`src/rtl/fc2_forward_mac.sv`:
```
// Two-lane FC2 forward MAC: streams 5 groups of 64 weight/activation pairs
// through a multiply/accumulate pipeline and emits 10 saturated neuron results.
module fc2_forward_mac #(
  parameter int PREC         = 16,
  parameter int FRAC         = 8,
  parameter int FAN_IN       = 64,
  parameter int HALF_NEURONS = 5,
  parameter int ACC_W        = 40
) (
  input  logic              clk,
  input  logic              rst,
  input  logic              start,
  output logic [9:0]        w_addr,
  output logic              w_en,
  input  logic [2*PREC-1:0] w_data,
  input  logic [7:0]        w_neuron_id,
  output logic [5:0]        act_idx,
  input  logic [PREC-1:0]   act_in,
  output logic              out_valid,
  output logic [3:0]        out_neuron_id,
  output logic [PREC-1:0]   out_data,
  output logic              busy,
  output logic              done
);

  localparam int TOTAL = FAN_IN * HALF_NEURONS;
  localparam logic signed [ACC_W-1:0] SAT_MAX = {{(ACC_W-PREC+1){1'b0}}, {(PREC-1){1'b1}}};
  localparam logic signed [ACC_W-1:0] SAT_MIN = {{(ACC_W-PREC+1){1'b1}}, {(PREC-1){1'b0}}};

  typedef enum logic [1:0] {IDLE, RUN, DRAIN, DONE} state_t;

  state_t state, state_n;
  logic [9:0] issue;
  logic [5:0] k;
  logic [2:0] dcnt;

  // stage 1: BRAM/activation data on the inputs; stage 2: product registered
  logic v1, first1, last1;
  logic v2, first2, last2;
  logic signed [2*PREC-1:0] prod0, prod1;
  logic [3:0] nid0, nid1;
  logic signed [ACC_W-1:0] acc0, acc1, acc0_n, acc1_n;

  logic            skid_v;
  logic [3:0]      skid_id;
  logic [PREC-1:0] skid_data;

  function automatic logic [PREC-1:0] sat(input logic signed [ACC_W-1:0] a);
    logic signed [ACC_W-1:0] s;
    s = a >>> FRAC;
    if (s > SAT_MAX)      sat = SAT_MAX[PREC-1:0];
    else if (s < SAT_MIN) sat = SAT_MIN[PREC-1:0];
    else                  sat = s[PREC-1:0];
  endfunction

  always_ff @(posedge clk) begin
    if (rst) state <= IDLE;
    else     state <= state_n;
  end

  always_comb begin
    state_n = state;
    case (state)
      IDLE:    if (start) state_n = RUN;
      RUN:     if (issue == 10'(TOTAL - 1)) state_n = DRAIN;
      DRAIN:   if (dcnt == 3'd3) state_n = DONE;
      DONE:    state_n = IDLE;
      default: state_n = IDLE;
    endcase
  end

  always_ff @(posedge clk) begin
    if (rst || state != RUN) begin
      issue <= '0;
      k     <= '0;
    end else begin
      issue <= issue + 10'd1;
      k     <= (k == 6'(FAN_IN - 1)) ? '0 : k + 6'd1;
    end
    if (rst || state != DRAIN) dcnt <= '0;
    else                       dcnt <= dcnt + 3'd1;
  end

  always_comb begin
    w_en    = (state == RUN);
    w_addr  = w_en ? issue : '0;
    act_idx = w_en ? k : '0;
    busy    = (state != IDLE);
    done    = (state == DONE);
  end

  always_comb begin
    acc0_n = first2 ? ACC_W'(prod0) : acc0 + ACC_W'(prod0);
    acc1_n = first2 ? ACC_W'(prod1) : acc1 + ACC_W'(prod1);
  end

  always_ff @(posedge clk) begin
    if (rst) begin
      v1 <= 1'b0; first1 <= 1'b0; last1 <= 1'b0;
      v2 <= 1'b0; first2 <= 1'b0; last2 <= 1'b0;
      prod0 <= '0; prod1 <= '0; nid0 <= '0; nid1 <= '0;
      acc0 <= '0; acc1 <= '0;
      skid_v <= 1'b0; skid_id <= '0; skid_data <= '0;
      out_valid <= 1'b0; out_neuron_id <= '0; out_data <= '0;
    end else begin
      v1     <= w_en;
      first1 <= w_en && (k == '0);
      last1  <= w_en && (k == 6'(FAN_IN - 1));
      v2     <= v1;
      first2 <= first1;
      last2  <= last1;
      prod0  <= $signed(w_data[PREC-1:0]) * $signed(act_in);
      prod1  <= $signed(w_data[2*PREC-1:PREC]) * $signed(act_in);
      nid0   <= w_neuron_id[3:0];
      nid1   <= w_neuron_id[7:4];
      if (v2) begin
        acc0 <= acc0_n;
        acc1 <= acc1_n;
      end
      // Results come straight from the final accumulate so lane 0 lands on the
      // same cycle the accumulator shows it; lane 1 waits one cycle in the skid.
      if (v2 && last2) begin
        out_valid     <= 1'b1;
        out_neuron_id <= nid0;
        out_data      <= sat(acc0_n);
        skid_v        <= 1'b1;
        skid_id       <= nid1;
        skid_data     <= sat(acc1_n);
      end else if (skid_v) begin
        out_valid     <= 1'b1;
        out_neuron_id <= skid_id;
        out_data      <= skid_data;
        skid_v        <= 1'b0;
        skid_id       <= '0;
        skid_data     <= '0;
      end else begin
        out_valid     <= 1'b0;
        out_neuron_id <= '0;
        out_data      <= '0;
      end
    end
  end

endmodule

```
`config.mk`:
```
export PLATFORM = sky130hd
export DESIGN_NAME = fc2_forward_mac
export DESIGN_NICKNAME = d
export VERILOG_FILES = /design/src/rtl/fc2_forward_mac.sv
export SDC_FILE = /design/constraint.sdc
export NUM_CORES = 2
export LEC_CHECK = 0
export ABC_AREA = 1
export CORE_MARGIN = 2
export CORE_UTILIZATION = 23
export DETAILED_ROUTE_END_ITERATION = 10
export GPL_TIMING_DRIVEN = 0
export PLACE_DENSITY = 0.38
export SLEW_MARGIN = 10
export SYNTH_ARGS = -nofsm -noshare
export SYNTH_HDL_FRONTEND = slang
export SYNTH_SLANG_ARGS = --single-unit
```
`constraint.sdc`:
```
create_clock -name clk -period 8.6 [get_ports clk]
set_input_delay 0.86 -clock clk [delete_from_list [all_inputs] [get_ports clk]]
set_output_delay 0.86 -clock clk [all_outputs]
set_load 0.1 [all_outputs]
```
# == Yosys cells after proc, flatten, opt, wreduce, memory -nomap -nowiden ==
# Cells that the tools add are included.
# word_totals
regBits,221
output_inout_bits,40
# classes
addsub,5
mul,2
order_cmp,4
n_eq_ne,11
muxes,23
n_reduce_logical,11
# op_table
cell,n
$mux 16,8
$add 40x32->40,2
$mux 40,2
$gt 32x16->1 const B,2
$lt 32x16->1 const B,2
$mul 16x16->32,2
$mux 4,4
$add 10x1->10 const B,1
$eq 10x9->1 const B,1
$mux 10,1
$pmux 2 s4,1
$add 6x1->6 const B,1
$eq 6x6->1 const B,1
$logic_not 6->1,1
$mux 2,3
$mux 6,1
$ne 2x2->1 const B,3
$eq 2x2->1 const B,2
$ne 2x1->1 const B,2
$reduce_bool 2->1,2
$add 3x1->3 const B,1
$eq 3x2->1 const B,1
$logic_and 1x1->1,3
$mux 1,3
other kinds (5),6

# == Longest topological paths before layout ==
# depth
ltp_word,6
ltp_mapped,29
mapped_depth_nobuf,28

# == Least setup slack after synthesis ==
# No wires, ideal clock.
# synth_timing
kind,in2reg
start,in w_data[15]
end,reg prod0[31]
arrival_ps,6231
required_ps,8472
setup_slack_ps,2242
path_stages,22
path_cell_list,clkbuf_1 > nand2_1 > inv_1 > fa_1 > fa_1 > inv_1 > fa_1 > inv_1 > fa_1 > inv_1 > fa_1 > fa_1 > inv_1 > ha_1 > inv_1 > nor3_1 > inv_1 > nor3_1 > nand3_1 > nand2_1 > xor2_1 > nor2_1
# synth_between
elab_chain_len,1
# synth_lines
element,line,text
start: declaration,15,"input logic [2*PREC-1:0] w_data,"
$mul 16x16->32,112,prod0 <= $signed(w_data[PREC-1:0]) * $signed(act_in);
end signal: assignment,112,
end: declaration,40,"logic signed [2*PREC-1:0] prod0, prod1;"
# No other way between the ends.
# A chain may end at the register's enable or synchronous reset.

# == Worst setup path in the final report ==
# layout_timing
start,in w_data[31]
end,reg prod1[29]
# layout_between
elab_chain_len,1
# layout_lines
element,line,text
$mul 16x16->32,113,prod1 <= $signed(w_data[2*PREC-1:PREC]) * $signed(act_in);
end signal: assignment,113,
end: declaration,40,
# No other way between the ends.

==> impl_results.md <==
* Initial antenna violation count at 10
* Syn-to-layout area delta at 12.3%
* Initial DRC Count at about 2,000
* Hold EP: v2
* Layout cells sized above 1 at 0.0310
* Register area share after synthesis at 0.129
* Post-synth EDFFs at 0
* Fill count at around 17,000
* Drt total wl at around 130 mm
* Port bufs at 78
* Critical Path RT at 9.00 ns
* Post-DP HPWL at between 100 and 150 mm
* Mean Syn Cell Area at just over 7 sq um
* Total gr overflow at 0
* Ys Warns at 0
* Final hold vios at 0
* CTS tree: done
* GRT Overall Usage at 0.170
* Fin crit share at 0.952
* Worst-margin pin slew at approximately 1.3 ns
* Post-CTS Resized at 0
* Crit Path Category: in -> reg
* Final setup TNS at 0 ns
* Post-CTS setup buffers at 0
* Dominant cell type by area after synthesis: fa_1
* Run status: finished, final reports clean
* Post-route minimum period at just over 8 ns
* Ys async rst share at 0
* Netlist Area Pre-Place at 34,200 sq um
* Max Cap Viol at 0
* Reg2reg path depth at 10
* Max Transition Viols Final at 0
* Worst setup EP type: flop
* H-tree depth at 1
* Worst-skew pair later-pin latency at 0.60 ns
* CORE AREA at 148,000 sq um
* Synth top area share at 0.308
* Syn_nets at 5,583
* Worst reg-to-reg setup slack at about 4.2 ns
* Vias at 29,800
* Clk slew on worst S/H paths at 0.06 ns
* Clock skew at 0.0182 ns
* # IOs at 99
* Rows at approximately 140
* Die Width at 390 microns
* Synth area leaders: fa_1, inv_1, dfxtp_1, nand2_1, ha_1
* Starting density of the core at 0.232
* Synthesized flop and latch total at 221
* Hold Crit Depth at 2
* Largest net degree at the start of global routing at 14
* Num CTS Buffers at 28
* Min-delay worst type: reg -> reg
* Cell variety after synth at 51
* First-pass GRT wire length at 194 mm
* Detailed Routing Iterations Pass 1 at 5
* Crit-path max FO at 10
* Worst Path Arrival at 8.58 ns
* Routability cong. at a little under 0.9
* CTS Hold Buffers Added at 0
* Die area at 152,000 sq um
* Worst Setup Start Kind: input pin
* Clock Sinks at about 220
* R2r endpoint: acc0[5]
* Relative slew margins at 0.117
* Finish-stage setup viols at 0
* CTS max path bufs at 3
* Critical path origin: w_data[31]
* Routed WL per cell at 19.0 microns
* Reg-to-Reg Start: first2
* Highest clock rate at 122 MHz
* Vias in the first global route at roughly 30,000
* Hold_sp: v1
* RSZ-0062 raised after global routing: no
* Main synth FF type: dfxtp_1
* DR DRC count at 0
* Final Net Count at 5,691
* Syn Inst Count at around 4,700
* Root buf cell: clkbuf_16
* Die Height at 390 microns
* Final ANT Viol Nets at 0
* Via density at 4.37
## worst max-delay path by stage
stage,slack [ns],end
finish,0.42,prod1[29]
global route,0.11,prod1[29]
global placement,0.03,prod1[29]
detailed placement,0.02,prod1[31]
CTS,0.65,prod1[31]
floorplan,2.24,prod0[31]
## state kept, by name (all words and copies together), names as in the netlist, 2 cells and up
signal / flops
acc0: 40
acc1: 40
dcnt: 3
issue: 10
k: 6
nid0: 4
nid1: 4
out_data: 16
out_neuron_id: 4
prod0: 32
prod1: 32
skid_data: 16
skid_id: 4
state: 2
## final cells by class
type                    count  area (sq um)  share of cell area
diodes                      7          17.5            0.000456
plain buffers             165           657              0.0171
clock buffers              36           792              0.0206
clock inverters            13           190             0.00495
inverters                1216          4560               0.119
multi-input cells        3144         24600               0.640
flip-flops and latches    221          4420               0.115
well taps                1930          2410              0.0628
repair buffers             78           781              0.0203
## metrics by stage
| stage | cells | utilization | worst slack, ns | hold WS [ns] | instance area [sq um] |
|---|---|---|---|---|---|
| 5_1_grt | 6803 | 0.260 | 0.108 | 0.430 | 38400 |
| 4_1_cts | 6803 | 0.260 | 0.646 | 0.413 | 38400 |
| 3_5_place_dp | 6754 | 0.253 | 0.0205 | 0.408 | 37400 |
| 2_1_floorplan | 4746 | - | 2.24 | 0.388 | 34200 |
| 6_report | 6810 | 0.260 | 0.417 | 0.409 | 38400 |
| 3_3_place_gp | 6754 | 0.253 | 0.0312 | 0.408 | 37400 |
## cells by family after synthesis
logic type | after synthesis | synth area share
XOR/XNOR | 56 | 0.0143
AND/OR/NAND/NOR | 1671 | 0.199
buffers and inverters | 1381 | 0.153
adder cells (fa/ha/maj) | 778 | 0.400
flip-flops | 221 | 0.129
multiplexers | 8 | 0.00234
AO/OA/AOI/OAI | 631 | 0.103
## cell usage in the layout, fill, tap and decap left out, drive strengths merged, types with 4 or more instances in the layout
master and instances:
nand3 144, mux2i 8, o21ai 205, o21a 30, nor2 288, inv 1215
buf 18, clkinv 7, a21o 9, fa 526, a32o 4, a21boi 8
xnor2 29, diode 7, clkbuf 183, o211ai 28, a21oi 307, a31oi 12
o21bai 18, clkdlybuf4s50 78, dfxtp 221, nor3 28, ha 252, or2 26
nand2 1153, nand4 22, bufinv 4, xor2 27
## cells in the mapped netlist (3+ instances only)
cell	count
nand2_2	21
nor2_1	278
dfxtp_1	221
buf_2	6
nor4_1	3
xor2_1	27
inv_2	4
clkbuf_1	147
buf_6	3
o21ai_0	193
nor3_1	24
nand3_2	11
o31ai_1	3
nor3_2	3
a31oi_1	12
nand3_1	133
o21ai_1	8
mux2i_1	8
o21ai_2	4
nand3b_1	3
o21a_1	30
a21o_1	9
a21oi_2	11
nand2_1	1132
buf_1	7
nor2_2	9
nor3b_1	3
ha_1	252
nand4_1	22
xnor2_1	29
o21bai_1	17
a21oi_1	295
or2_2	26
o211ai_1	28
a32o_1	4
a21boi_0	7
inv_1	1208
fa_1	526
clkinv_1	4
## per-layer routing
layer	GRT usage	vias up	share of wire
met5	0	-	0.00018
met4	0.0322	4	0.019
met3	0.0199	99	0.056
met2	0.274	680	0.45
met1	0.245	14600	0.48
li1	-	14400	-
## worst max-delay path, stage by stage
cell and delay, ns:
clkdlybuf4s50_1 0.83, clkbuf_1 0.46, nand2_1 0.18, inv_1 0.19
fa_1 0.57, fa_1 0.88, fa_1 0.54, fa_1 0.49
fa_1 0.51, inv_1 0.05, fa_1 0.50, inv_1 0.05
ha_1 0.35, a21oi_1 0.24, o21ai_0 0.17, a21oi_1 0.16
o211ai_1 0.24, nand3_1 0.14, nand2_1 0.10, a31oi_1 0.18
o21ai_0 0.10, a21oi_1 0.76
Power is not shown: default switching activity piles up to over one toggle a cycle in this logic, so the estimate is an artifact.
